### src/rtl/sram_bus_arbiter_pkg.sv
// Shared encodings for the instruction/data SRAM bus arbiter.
// State codes and access-size codes are fixed so other blocks can decode them.
package sram_bus_arbiter_pkg;

  typedef enum logic [2:0] {
    ARB_IDLE   = 3'd0,
    ARB_D_ADDR = 3'd1,
    ARB_D_DATA = 3'd2,
    ARB_I_ADDR = 3'd3,
    ARB_I_DATA = 3'd4
  } arb_state_t;

  localparam logic [1:0] SIZE_B = 2'd0;
  localparam logic [1:0] SIZE_H = 2'd1;
  localparam logic [1:0] SIZE_W = 2'd2;

  // Loads never assert byte strobes on the bus.
  function automatic logic [3:0] store_strobe(input logic we, input logic [3:0] sel);
    return we ? sel : 4'b0000;
  endfunction

endpackage

### src/rtl/sram_bus_arbiter.sv
// Shares one SRAM-like bus between instruction fetch and data access, data first,
// one transaction at a time; returned words are held until the pipeline advances.
module sram_bus_arbiter
  import sram_bus_arbiter_pkg::*;
#(
  parameter int AW = 32,
  parameter int DW = 32
) (
  input  logic          clk,
  input  logic          rst,
  input  logic [AW-1:0] if_pc,
  output logic [DW-1:0] if_instr,
  output logic          stallreq_from_if,
  input  logic          mem_en,
  input  logic          mem_we,
  input  logic [AW-1:0] mem_addr,
  input  logic [DW-1:0] mem_wdata,
  input  logic [3:0]    sel,
  input  logic [1:0]    mem_size,
  output logic [DW-1:0] mem_rdata,
  output logic          stallreq_from_mem,
  input  logic          pipe_stall,
  output logic          bus_req,
  output logic          bus_wr,
  output logic [1:0]    bus_size,
  output logic [3:0]    bus_wstrb,
  output logic [AW-1:0] bus_addr,
  output logic [DW-1:0] bus_wdata,
  input  logic          bus_addr_ok,
  input  logic          bus_data_ok,
  input  logic [DW-1:0] bus_rdata
);

  arb_state_t    state_reg, state_next;
  logic          i_done_reg, i_done_next;
  logic          d_done_reg, d_done_next;
  logic [AW-1:0] i_addr_reg, i_addr_next;
  logic [DW-1:0] i_rdata_reg, i_rdata_next;
  logic [DW-1:0] d_rdata_reg, d_rdata_next;
  logic          d_pend, i_pend;
  logic          i_set, d_set;

  assign d_pend = mem_en & ~d_done_reg;
  assign i_pend = ~i_done_reg;

  assign stallreq_from_if  = i_pend;
  assign stallreq_from_mem = d_pend;
  assign if_instr          = i_rdata_reg;
  assign mem_rdata         = d_rdata_reg;

  always_ff @(posedge clk or posedge rst) begin
    if (rst) begin
      state_reg   <= ARB_IDLE;
      i_done_reg  <= 1'b0;
      d_done_reg  <= 1'b0;
      i_addr_reg  <= '0;
      i_rdata_reg <= '0;
      d_rdata_reg <= '0;
    end else begin
      state_reg   <= state_next;
      i_done_reg  <= i_done_next;
      d_done_reg  <= d_done_next;
      i_addr_reg  <= i_addr_next;
      i_rdata_reg <= i_rdata_next;
      d_rdata_reg <= d_rdata_next;
    end
  end

  always_comb begin
    state_next   = state_reg;
    i_addr_next  = i_addr_reg;
    i_rdata_next = i_rdata_reg;
    d_rdata_next = d_rdata_reg;
    i_set        = 1'b0;
    d_set        = 1'b0;
    bus_req      = 1'b0;
    bus_wr       = 1'b0;
    bus_size     = SIZE_W;
    bus_wstrb    = 4'b0000;
    bus_addr     = i_addr_reg;
    bus_wdata    = '0;

    case (state_reg)
      ARB_IDLE: begin
        if (d_pend) begin
          state_next = ARB_D_ADDR;
        end else if (i_pend) begin
          state_next  = ARB_I_ADDR;
          i_addr_next = if_pc;
        end
      end
      ARB_D_ADDR: begin
        bus_req   = 1'b1;
        bus_wr    = mem_we;
        bus_size  = mem_size;
        bus_wstrb = store_strobe(mem_we, sel);
        bus_addr  = mem_addr;
        bus_wdata = mem_wdata;
        if (bus_addr_ok) begin
          state_next = ARB_D_DATA;
        end
      end
      ARB_D_DATA: begin
        // Fields stay on the bus for slaves that sample them in the data phase.
        bus_wr    = mem_we;
        bus_size  = mem_size;
        bus_wstrb = store_strobe(mem_we, sel);
        bus_addr  = mem_addr;
        bus_wdata = mem_wdata;
        if (bus_data_ok) begin
          d_set      = 1'b1;
          state_next = ARB_IDLE;
          if (!mem_we) begin
            d_rdata_next = bus_rdata;
          end
        end
      end
      ARB_I_ADDR: begin
        bus_req = 1'b1;
        if (bus_addr_ok) begin
          state_next = ARB_I_DATA;
        end
      end
      ARB_I_DATA: begin
        if (bus_data_ok) begin
          state_next = ARB_IDLE;
          // A PC redirect during the fetch makes the returned word stale.
          if (i_addr_reg == if_pc) begin
            i_set        = 1'b1;
            i_rdata_next = bus_rdata;
          end
        end
      end
      default: state_next = ARB_IDLE;
    endcase

    // Done flags survive stalls and drop once the pipeline advances.
    i_done_next = i_set | (i_done_reg & pipe_stall);
    d_done_next = d_set | (d_done_reg & pipe_stall);
  end

endmodule

### config.mk
export PLATFORM = sky130hd
export DESIGN_NAME = sram_bus_arbiter
export DESIGN_NICKNAME = d
export VERILOG_FILES = /design/src/rtl/sram_bus_arbiter_pkg.sv /design/src/rtl/sram_bus_arbiter.sv
export SDC_FILE = /design/constraint.sdc
export NUM_CORES = 1
export LEC_CHECK = 0
export ABC_CLOCK_PERIOD_IN_PS = 2700
export CAP_MARGIN = 10
export CORE_AREA = 2 2 122 124
export CTS_CLUSTER_DIAMETER = 200
export DETAILED_ROUTE_END_ITERATION = 12
export DIE_AREA = 0 0 124 126
export PLACE_DENSITY = 0.86
export SYNTH_ARGS = -nofsm -noshare
export SYNTH_HDL_FRONTEND = slang
export SYNTH_SLANG_ARGS = --single-unit
### constraint.sdc
create_clock -name clk -period 2.7 [get_ports clk]
set_input_delay 0.27 -clock clk [delete_from_list [all_inputs] [get_ports clk]]
set_output_delay 0.27 -clock clk [all_outputs]
set_load 0.005 [all_outputs]
==> run summary <==
Status = finished, final reports clean
Initial DRC count = 103
Clk_skew = 0.00803 ns
Vias in the first global route = 4,261
Max Cap Violations = 0
Final wirelength = 14,400 um
H-tree depth = 3
Final period util = 0.954
CTS tree = built
Crit. End Element = output pin
CTS Buf Count = 9
Final GP Congestion = 0.886
Endpoints failing hold = 0
GRT overflow = 0
Pre-Repair DR Iteration Count = 4
Antenna cell count = 0
Final Util = 0.579
Largest net degree at the start of global routing = 102
Max rail drop VDD = 0.745 mV
Syn_nets = 500
Chip height = 126 um
CP max-delay cell = dfrtp_2
Setup TNS = 0 ns
Critical path type = reg2out
Gr usage total = 0.186
Worst skew pair latency = 0.35 ns
P_leak = 3.48 nW
RSZ-0062 raised after global routing = no
First-pass GRT wire length = 22,200 um
Avg WL per Cell = 17.5 um
CP startpoint kind = flop
Die Span X = 124 um
Setup ws final = 0.125 ns
Placeable Area = 14,300 um2
PwrDens = 1030 nW/um2
Seq cells post-synth = 101
Crit path buf inv count = 2
Crit path max-delay family = buffers and inverters
Worst EP arrival = 2.30 ns
Cells after synthesis = 359
Final slew viol count = 0
Tightest Pin Transition = 0.532 ns
Worst Hold Margin = 0.428 ns
Final setup viols = 0
Fill count = 1,156
Yosys cell types = 28
Slew margin rel. = 0.646
DP Worst Slack = 0.426 ns
Top cells by area, synth = dfrtp_1, mux2_2, mux2_4, xnor2_1, and2_1
Cells along the critical path = xnor2_1, nor2_4, buf_12, mux2_2, clkdlybuf4s50_1
Area Growth Syn to Fin = 67.4%
Area of the mapped netlist = 4950 um2
Seq/Total Area, Yosys = 0.511
Clk sinks = 101
Cell taking the most area after synthesis = dfrtp_1
Clk pin slew, worst setup/hold paths = 0.07 ns
Max clock buf depth = 2
Via-to-Cell Ratio = 4.71
Max Freq = 0.388 GHz
WP data required = 2.43 ns
I/O pins = 279
Root buffer cell = clkbuf_16
CTS Hold Bufs = 0
CP peak stage delay = 0.49 ns
Tightest Hold Check Type = in2async
Final nets = 775
Post-DRT Antenna Nets = 0
Max FO, Critical Path = 70
Initial Util = 0.346
Tmin final = 2.57 ns
Antenna violations before repair = 0
Row cnt = 44
DR DRC count = 0
Via Count = 3,876
Share of the synthesized area in the top cell type = 0.511
Mean post-synth cell area = 13.8 um2
Port Buf Inserts = 278
Warnings, synthesis = 0
Share of cells above drive strength 1 = 0.243
Hpwl dp = 11,300 um
Die ar. = 15,600 um2
==> cells by family after synthesis <==
logic type	count (synthesis)	share of synthesized area
xor+xnor	34	0.0602
compound gates	4	0.00505
buf+inv	23	0.0250
mux	129	0.315
simple gates	68	0.0837
flops	101	0.511
==> per-layer routing <==
metal / wire length [um] / vias to the layer above / global-route usage
met5: 0 / - / 0
met4: 371 / 0 / 0.0740
met3: 1440 / 31 / 0.0616
met2: 7240 / 191 / 0.329
met1: 5370 / 1853 / 0.201
li1: - / 1801 / -
==> Yosys cell counts <==
| library cell | instances |
|---|---|
| nor2_1 | 6 |
| nand4_2 | 1 |
| clkbuf_1 | 4 |
| nand4bb_1 | 1 |
| nand3_1 | 1 |
| nand4_1 | 6 |
| xnor2_1 | 29 |
| nor4_1 | 1 |
| mux2_4 | 29 |
| a21oi_1 | 1 |
| buf_6 | 3 |
| dfrtp_1 | 101 |
| buf_2 | 12 |
| and3_1 | 5 |
| nor4_2 | 2 |
| nor3_1 | 1 |
| or3_1 | 1 |
| nand2b_1 | 1 |
| and2_1 | 34 |
| nand2_1 | 7 |
| a211oi_1 | 2 |
| xor2_1 | 5 |
| inv_1 | 4 |
| mux2_2 | 97 |
| mux2_1 | 2 |
| nor2b_1 | 1 |
| mux2i_1 | 1 |
| o21ai_0 | 1 |
==> layout by cell type (no fill, tap or decap), drive strengths merged <==
cell type and instances:
inv 6, clkbuf 9, nand2b 1, nand4 7, nand3 1, and3 5
nor2b 1, bufinv 2, o21ai 1, clkdlybuf4s50 278, mux2 128, nand2 7
xor2 5, buf 5, dfrtp 101, nor3 1, a211oi 2, xnor2 29
nand4bb 1, mux2i 1, or3 1, and2 34, nor4 3, nor2 6
clkinvlp 3, a21oi 1
==> worst min-delay path, delay by kind of cell <==
kind,cells,cell delay (ns)
buffers and inverters,3,0.95
==> area by class of cell <==
class	instances	area, um2	area share
timing repair buffer	283	2860	0.345
sequential	101	2530	0.305
multi-input combinational	235	2320	0.280
tap	184	230	0.0278
clock buffer	9	225	0.0272
clock inverter	7	104	0.0125
inverter	4	18.8	0.00227
==> repair_timing <==
item                       CTS  global route
buffers inserted             0             0
setup endpoints to repair    0            33
gates resized for setup      0             2
==> where the power goes <==
| part | internal (mW) | switching (mW) |
|---|---|---|
| combinational | 3.11 | 1.51 |
| clock | 0.826 | 0.603 |
| sequential | 2.04 | 0.436 |
==> final timing paths <==
kind / cells after the start / slack [ns] / from / endpoint
setup / recovery: 5 / 0.13 / state_reg[1] / bus_addr[29]
hold / removal: 3 / 0.43 / rst / i_addr_reg[2]
setup reg to reg: 6 / 0.79 / i_addr_reg[14] / if_instr[7]
hold reg to reg: 2 / 0.47 / d_done_reg / d_done_reg
max in group asynchronous: 3 / 1.84 / rst / state_reg[1]
min in group clk: 2 / 0.47 / d_done_reg / d_done_reg
==> stage by stage <==
stage	power [mW]	instance area, um2	instances
finish	8.52	8280	823
global route	9.09	8280	823
CTS	8.63	8280	823
detailed placement	7.16	7950	807
global placement	7.03	7950	807
floorplan	4.57	4950	359
Note: power is estimated with default switching activity, not from simulation.
